## src/rtl/agc_pkg.sv

```systemverilog
// Shared widths, channel index type and saturation helper for the AGC EMA scheduler.
package agc_pkg;
   localparam int unsigned SW      = 27;
   localparam int unsigned BW      = 18;
   localparam int unsigned PW      = 45;
   localparam int unsigned FRAC    = 17;
   localparam int unsigned DP_LAT  = 4;
   localparam int unsigned NCH_DEF = 4;

   typedef logic [$clog2(NCH_DEF)-1:0] ch_t;

   // Clamp an SW+1 bit sum into the SW bit signed range.
   function automatic logic signed [SW-1:0] sat_sw(input logic signed [SW:0] v);
      logic signed [SW-1:0] r;
      if (v[SW] != v[SW-1])
         r = v[SW] ? {1'b1, {(SW-1){1'b0}}} : {1'b0, {(SW-1){1'b1}}};
      else
         r = v[SW-1:0];
      return r;
   endfunction
endpackage

```

## src/rtl/rr_arbiter.sv

```systemverilog
// Round-robin arbiter: first requester at or after ptr wins; pointer moves past the winner.
module rr_arbiter #(
   parameter int unsigned NCH = 4
) (
   input  logic [NCH-1:0]         req,
   input  logic [$clog2(NCH)-1:0] ptr,
   output logic [NCH-1:0]         gnt,
   output logic [$clog2(NCH)-1:0] gnt_idx,
   output logic [$clog2(NCH)-1:0] nxt_ptr
);
   localparam int unsigned CW = $clog2(NCH);

   logic        found;
   int unsigned k;

   always_comb begin
      gnt     = '0;
      gnt_idx = '0;
      nxt_ptr = ptr;
      found   = 1'b0;
      k       = 0;
      for (int unsigned i = 0; i < NCH; i++) begin
         k = 32'(ptr) + i;
         if (k >= NCH) k = k - NCH;
         if (!found && req[CW'(k)]) begin
            found          = 1'b1;
            gnt[CW'(k)]    = 1'b1;
            gnt_idx        = CW'(k);
            nxt_ptr        = (k == NCH - 1) ? '0 : CW'(k + 1);
         end
      end
   end
endmodule

```

## src/rtl/agc_ema_scheduler.sv

```systemverilog
// Shares one EMA multiply pipeline across NCH channels: y += alpha*(x - y), round-robin issue.
module agc_ema_scheduler
   import agc_pkg::*;
#(
   parameter int unsigned NCH = 4
) (
   input  logic                   clk,
   input  logic                   rst_n,
   input  logic [NCH-1:0]         req_valid,
   output logic [NCH-1:0]         req_ready,
   input  logic [NCH*SW-1:0]      req_sample,
   input  logic [NCH*BW-1:0]      cfg_alpha,
   input  logic                   cfg_clear,
   output logic [SW-1:0]          dp_d,
   output logic [SW-1:0]          dp_a,
   output logic [BW-1:0]          dp_b,
   input  logic [PW-1:0]          dp_p,
   output logic                   res_valid,
   output logic [$clog2(NCH)-1:0] res_ch,
   output logic [SW-1:0]          res_y,
   output logic                   busy
);
   localparam int unsigned CW = $clog2(NCH);

   logic signed [SW-1:0] y [NCH];
   logic [NCH-1:0]       inflight;
   logic [CW-1:0]        ptr;
   logic [DP_LAT:0]      tv;
   logic [CW-1:0]        tc [DP_LAT+1];

   logic [NCH-1:0]       elig;
   logic [NCH-1:0]       gnt;
   logic [CW-1:0]        gnt_idx;
   logic [CW-1:0]        nxt_ptr;
   logic                 gnt_any;
   logic [SW-1:0]        smp_g;
   logic [BW-1:0]        alpha_g;

   logic                 cap;
   logic [CW-1:0]        cap_ch;
   logic signed [SW:0]   p_sh;
   logic signed [SW:0]   sum;
   logic signed [SW-1:0] y_new;
   logic [NCH-1:0]       cap_mask;

   // Grants are suppressed while clearing or held in reset.
   assign elig      = req_valid & ~inflight & {NCH{~cfg_clear & rst_n}};
   assign req_ready = gnt;
   assign gnt_any   = |gnt;
   assign busy      = |inflight;

   rr_arbiter #(.NCH(NCH)) u_arb (
      .req     (elig),
      .ptr     (ptr),
      .gnt     (gnt),
      .gnt_idx (gnt_idx),
      .nxt_ptr (nxt_ptr)
   );

   always_comb begin
      smp_g   = req_sample[32'(gnt_idx)*SW +: SW];
      alpha_g = cfg_alpha[32'(gnt_idx)*BW +: BW];
   end

   // Capture path: floor-shifted product added to the channel state at SW+1 bits.
   assign cap    = tv[DP_LAT];
   assign cap_ch = tc[DP_LAT];

   always_comb begin
      p_sh     = (SW+1)'($signed(dp_p) >>> FRAC);
      sum      = {y[cap_ch][SW-1], y[cap_ch]} + p_sh;
      y_new    = sat_sw(sum);
      cap_mask = cap ? (NCH'(1) << cap_ch) : '0;
   end

   always_ff @(posedge clk or negedge rst_n) begin
      if (!rst_n) begin
         for (int unsigned i = 0; i < NCH; i++) y[i] <= '0;
         for (int unsigned i = 0; i <= DP_LAT; i++) tc[i] <= '0;
         inflight  <= '0;
         ptr       <= '0;
         tv        <= '0;
         dp_d      <= '0;
         dp_a      <= '0;
         dp_b      <= '0;
         res_valid <= 1'b0;
         res_ch    <= '0;
         res_y     <= '0;
      end else if (cfg_clear) begin
         for (int unsigned i = 0; i < NCH; i++) y[i] <= '0;
         inflight  <= '0;
         tv        <= '0;
         dp_d      <= '0;
         dp_a      <= '0;
         dp_b      <= '0;
         res_valid <= 1'b0;
      end else begin
         dp_d  <= gnt_any ? smp_g : '0;
         dp_a  <= gnt_any ? y[gnt_idx] : '0;
         dp_b  <= gnt_any ? alpha_g : '0;
         tv    <= {tv[DP_LAT-1:0], gnt_any};
         tc[0] <= gnt_idx;
         for (int unsigned i = 1; i <= DP_LAT; i++) tc[i] <= tc[i-1];
         if (gnt_any) ptr <= nxt_ptr;
         // A channel cannot be granted and captured in the same cycle, so mask order is moot.
         inflight  <= (inflight & ~cap_mask) | gnt;
         res_valid <= cap;
         if (cap) begin
            y[cap_ch] <= y_new;
            res_y     <= y_new;
            res_ch    <= cap_ch;
         end
      end
   end
endmodule

```

## config.mk

```make
export PLATFORM = sky130hd
export DESIGN_NAME = agc_ema_scheduler
export DESIGN_NICKNAME = d
export VERILOG_FILES = /design/src/rtl/agc_pkg.sv /design/src/rtl/rr_arbiter.sv /design/src/rtl/agc_ema_scheduler.sv
export SDC_FILE = /design/constraint.sdc
export NUM_CORES = 1
export LEC_CHECK = 0
export ABC_CLOCK_PERIOD_IN_PS = 5350
export BUFFER_PORTS_ARGS = -buffer_cell sky130_fd_sc_hd__buf_4
export CORE_AREA = 3 3 168 170
export CTS_BUF_LIST = sky130_fd_sc_hd__clkbuf_8
export CTS_CLUSTER_DIAMETER = 200
export CTS_CLUSTER_SIZE = 14
export DETAILED_ROUTE_END_ITERATION = 10
export DIE_AREA = 0 0 171 173
export PLACE_DENSITY_LB_ADDON = 0.1
export SYNTH_ARGS = -nofsm -noshare
export SYNTH_HDL_FRONTEND = slang
export SYNTH_SLANG_ARGS = --single-unit
```

## constraint.sdc

```tcl
create_clock -name clk -period 5.35 [get_ports clk]
set_input_delay 1.07 -clock clk [delete_from_list [all_inputs] [get_ports clk]]
set_output_delay 1.07 -clock clk [all_outputs]
set_load 0.01 [all_outputs]
```

# [After elaboration in Yosys (flattened, before gate mapping)]
# Cells that the tools add are included.
[classes] magnitude_cmp=15 bitwise=13 n_eq_ne=5 shift=3 muxes=62 reduce_logical=17 addsub=12 div=0 multipliers=2
[op_table] operator="$mux 27" count=11
[op_table] operator="$mux 108" count=2
[op_table] operator="$eq 32x2->1 const B" count=4
[op_table] operator="$mux 32" count=4
[op_table] operator="$bmux 27 s2" count=2
[op_table] operator="$bwmux 108" count=1
[op_table] operator="$shiftx 108x8->27" count=1
[op_table] operator="$ge 32x3->1 const B" count=3
[op_table] operator="$sub 32x3->32 const B" count=3
[op_table] operator="$shiftx 72x8->18" count=1
[op_table] operator="$demux 27 s2" count=1
[op_table] operator="$mux 18" count=2
[op_table] operator="$add 28x28->28" count=1
[op_table] operator="$mux 2" count=12
[op_table] operator="$mux 4" count=6
[op_table] operator="$or 4x4->4" count=4
[op_table] operator="$and 4x4->4" count=3
[op_table] operator="$lt 2x3->1 const B" count=4
[op_table] operator="$mux 1" count=12
[op_table] operator="$add 2x1->2 const B" count=4
[op_table] operator="$bmux 1 s2" count=4
[op_table] operator="$demux 1 s2" count=4
[op_table] operator="$ge 2x1->1 const B" count=4
[op_table] operator="$logic_and 1x1->1" count=8
[op_table] operator="other kinds (21)" count=28
[totals] ff_bits=231 input_bits=232 latchBits=0 out_inout_bits=107 ram_bits=0 n_memories=0 wordCells=147 mem_bits_ro=0

# [Depth between registers and ports, before layout]
[depth] depth_word=21 mapped_depth=16 depth_no_buf=12

# [Modules after synthesis]
# From an unflattened synthesis, not the netlist that was laid out.
[unflattened] cells_unflattened=1077 area_unflattened_um2=13183.9
[modules_own_cells] module="agc_ema_scheduler" cells_each=980 instances=1 seq_area_each_um2=5780.5 area_each_um2=12455.7
[modules_own_cells] module="rr_arbiter" cells_each=97 instances=1 seq_area_each_um2=0.0 area_each_um2=728.2

# [Worst setup path before layout]
# OpenSTA, ideal clock, no wires.
[synth_timing] path_kind="reg-to-reg" start="register tc (netlist bit cap_ch[0])" end="register res_y[24]" path_stages_with_launch=16 period_less_slack_ns=4.745 setup_slack_ns=0.605 arrival_time_ns=4.624 setup_ns=0.121 required_ns=5.229 n_path_buf=5 path_cell_list="dfrtp_1 clkbuf_1 buf_1 buf_1 mux4_2 ha_1 clkbuf_2 a21oi_1 o21ai_1 a221o_1 a221o_1 a41o_1 xor2_1 buf_4 a221o_1 a22o_1"
[synth_between] elab_chain_cells=7 word_cells_on_any_way=8 classes_between="1 x add/sub; 1 x eq/ne; 5 x mux; 1 x bitwise"
[synth_rtl] item="start, declared" line_no="agc_ema_scheduler.sv:29" source="logic [CW-1:0] tc [DP_LAT+1];"
[synth_rtl] item="$not 2->3 (implied by the code) *" line_no="agc_ema_scheduler.sv:71" source="sum = {y[cap_ch][SW-1], y[cap_ch]} + p_sh;"
[synth_rtl] item="$bmux 27 s2 *" line_no="agc_ema_scheduler.sv:71"
[synth_rtl] item="$mux 27 (implied by the code) * (2 in series)" line_no="agc_ema_scheduler.sv:71"
[synth_rtl] item="$add 28x28->28 *" line_no="agc_ema_scheduler.sv:71"
[synth_rtl] item="$mux 27 / $ne 1x1->1 (equally long branches)" line_no="agc_pkg.sv:16, agc_pkg.sv:15"
[synth_rtl] item="$mux 27 *" line_no="agc_pkg.sv:15" source="if (v[SW] != v[SW-1])"
[synth_rtl] item="end signal, assigned" line_no="agc_ema_scheduler.sv:110" source="res_y <= y_new;"
[synth_rtl] item="end, declared" line_no="agc_ema_scheduler.sv:20" source="output logic [SW-1:0] res_y,"
# Every way passes the cells marked *; elsewhere a longest branch is shown, timed or not. The select of a mux whose other input is x is not followed.
# A chain may end at the register's enable or synchronous reset.

# [Worst setup path after layout]
[layout_timing] start="register ptr[0]" end="output port req_ready[3]"
[layout_between] elab_chain_cells=14 word_cells_on_any_way=59 classes_between="7 x add/sub; 12 x order compare; 27 x mux; 3 x bitwise; 10 x reduce/logical"
[layout_rtl] item="start, declared" line_no="agc_ema_scheduler.sv:27" source="logic [CW-1:0] ptr;"
[layout_rtl] item="start signal, assigned" line_no="agc_ema_scheduler.sv:104" source="if (gnt_any) ptr <= nxt_ptr;"
[layout_rtl] item="branches (longest 13 deep; another with $sub 32x3->32)"
[layout_rtl] item="$mux 4 *" line_no="rr_arbiter.sv:25" source="if (!found && req[CW'(k)]) begin"
[layout_rtl] item="end, declared" line_no="agc_ema_scheduler.sv:10" source="output logic [NCH-1:0] req_ready,"
# Every way passes the cells marked *. The select of a mux whose other input is x is not followed.

==> reports/results.tsv <==
metric	value	unit
R2R cell count	11	
Final ANT Viol Nets	0	
Clock transition at path regs	0.10	ns
Total Nets Final	1869	
fin area	0.0165	mm2
GRT Overall Usage	28.6	%
WS Path Type	reg2out	
DR iter-0 viols	1134	
Cell Pwr Density	395	mW/mm2
max-slew violations	0	
CTS tree	yes	
Top FF cell, synth	dfrtp_1	
pin count of the biggest net entering global routing	109	
Root Buffer	clkbuf_8	
post-synthesis sequential area ratio	43.2	%
area delta synth->final	23.3	%
Crit Path Max Fanout	14	
cell taking the most area after synthesis	dfrtp_1	
Setup crit start kind	register	
VDD IR max	0.275	mV
Setup TNS Final	0	ns
Synth Warn #	0	
WP data required	4.28	ns
Critical Path AT	3.65	ns
final wirelength	44200	um
first-pass GRT wire length	66900	um
top-area cell type share of the netlist area	43.2	%
GRT overflow	0	
layout cells sized above 1	27.7	%
Post-synth EDFFs	0	
routed len/inst	22.6	um
width of the die	171	um
dpl hpwl	31100	um
total of max-cap violations	0	
unrepaired setup endpoints after global routing	false	
fin crit share	88.2	%
synthesized flop and latch total	231	
Min-Delay Path Class	in2async	
Fmax achieved	212	MHz
Num Clock Sinks	231	
Post-CTS Resized	0	
# setup viols final	0	
Post-CTS Setup Repair Bufs	0	
vias in the first global route	11800	
synthesized cell area	0.0134	mm2
synth top area cells	dfrtp_1 (43%), a211oi_1 (8.2%), mux2i_1 (5.5%), mux4_2 (5.2%), a21oi_1 (4.1%)	
static leakage	0.00752	uW
worst skew pair latency	0.56	ns
PortBufs	321	
GPL Wtd Cong	0.896	
total CTS buffers	20	
vias post-DR	12100	
cts hold-fix bufs	0	
# rows	60	
Slew HR	25.9	%
Worst setup EP type	primary output	
vias per cell	6.17	
Area after DPL	0.0162	mm2
CORE AREA	0.0269	mm2
# fillers	2328	
crit path time final	4.72	ns
Mapped Nets	1596	
initial antenna violation count	12	
synth unique cells	70	
Avg Synthesized Cell Area	10.1	um2
Worst-Margin Slew	1.11	ns
Synth Instances	1329	
full die area	0.0296	mm2
residual DRC count	0	
final hold violation count	0	
maximum buffer depth of the clock tree	3	
IO Pins	339	
First-pass DRT Iterations	6	
status	complete, no violations	
Starting Density	49.8	%
asr flop ratio synth	100	%
H-tree depth	1	
Max Clock Skew	0.0214	ns
Die Y	173	um
[synth_stat cells (5+ instances only)]
library cell and number:
dfrtp_1 231, a211oi_1 147, nand2_1 138, a21oi_1 109, nor2b_1 79, o21ai_0 77
mux2i_1 73, clkbuf_1 63, a22oi_1 52, nor2_1 35, ha_1 34, a22o_1 31
mux4_2 31, buf_2 29, inv_1 16, a21o_1 13, xnor2_1 13, nand3_1 11
mux2_2 9, nor3_1 9, buf_4 8, a31oi_1 7, o211ai_1 7, buf_1 6
o21a_1 6, xor2_1 6, and4_1 5, o2111ai_1 5
[final timing paths]
path                       startpoint            to  slack [ns]
setup reg to reg            cap_ch[0]     res_y[24]        0.71
setup / recovery               ptr[0]  req_ready[3]        0.63
hold / removal                  rst_n      dp_a[17]        0.34
hold reg to reg                 tv[2]         tv[3]        0.47
min in group clk                tv[2]         tv[3]        0.47
max in group asynchronous       rst_n         y[99]        2.59
[state kept, by name (all words and copies together) (netlist names)]
| signal | flops |
|---|---|
| tc | 8 |
| res_valid | 1 |
| dp_a | 27 |
| cap_ch | 2 |
| y | 108 |
| ptr | 2 |
| tv | 5 |
| res_ch | 2 |
| dp_b | 18 |
| dp_d | 27 |
| inflight | 4 |
| res_y | 27 |
[placed cells by master (no fill, tap or decap), types with 5 or more instances in the layout]
master	instances
a21oi_1	108
a22o_1	31
xor2_1	5
nor2b_1	79
nand3_1	11
clkbuf_8	21
o211ai_1	7
inv_1	17
o21ai_0	75
nor3_1	9
mux4_2	31
buf_12	8
a21o_1	13
xnor2_1	13
ha_1	34
o21ai_1	6
diode_2	12
mux2_2	9
a31oi_1	6
nand2_1	138
mux2i_1	73
o2111ai_1	5
nor2_1	33
o21a_1	6
dfrtp_1	230
buf_4	351
a22oi_1	52
a211oi_1	147
[metal layers]
metal  vias to the layer above  global-route usage [%]  wire length, um
li1                       5526                       -                -
met2                       489                    48.0            21700
met4                         0                    11.3             1650
met3                        81                    5.51             3390
met1                      5980                    36.5            17400
met5                         -                       0                0
[area by class of cell]
class | count | area (um2) | area share (%)
repair buffers | 360 | 2810 | 17.0
well taps | 341 | 427 | 2.58
multi-input cells | 970 | 7090 | 42.9
clock inverters | 2 | 12.5 | 0.0758
flip-flops and latches | 231 | 5780 | 35.0
inverters | 19 | 71.3 | 0.432
diodes | 12 | 30.0 | 0.182
clock buffers | 21 | 289 | 1.75
[critical path, cell delays in order (launching register included)]
cell and delay [ns]:
dfrtp_1 0.65, clkinv_1 0.42, ha_1 0.57, mux4_2 0.45
a221oi_1 0.40, a2bb2oi_1 0.37, inv_1 0.08, buf_4 0.15
[stage by stage]
step           setup WS (ns)  util (%)  hold WS (ns)  power [uW]  instances
5_1_grt                0.401      61.4         0.307        6950       1956
2_1_floorplan          0.605         -         0.439        4280       1329
6_report               0.630      61.4         0.335        6520       1956
4_1_cts                0.596      61.3         0.322        6570       1944
3_5_place_dp           0.717      60.2         0.448        5610       1921
3_3_place_gp           0.772      60.2         0.445        5560       1921
[where the power goes]
part	leakage, uW	internal (uW)	total (uW)	switching [uW]
logic	0.00425	1350	3220	1870
clock network	0.000161	356	955	599
registers	0.00311	2120	2340	227
total	0.00752	3830	6520	2690
[logic make-up after synthesis]
kind of cell | Yosys count | share of synthesized area (%)
AO/OA/AOI/OAI | 492 | 24.6
multiplexers | 114 | 11.5
XOR/XNOR | 21 | 1.49
buffers and inverters | 128 | 4.21
flip-flops | 231 | 43.2
adder cells (fa/ha/maj) | 35 | 3.33
AND/OR/NAND/NOR | 308 | 11.7
Note: power is estimated with default switching activity, not from simulation.
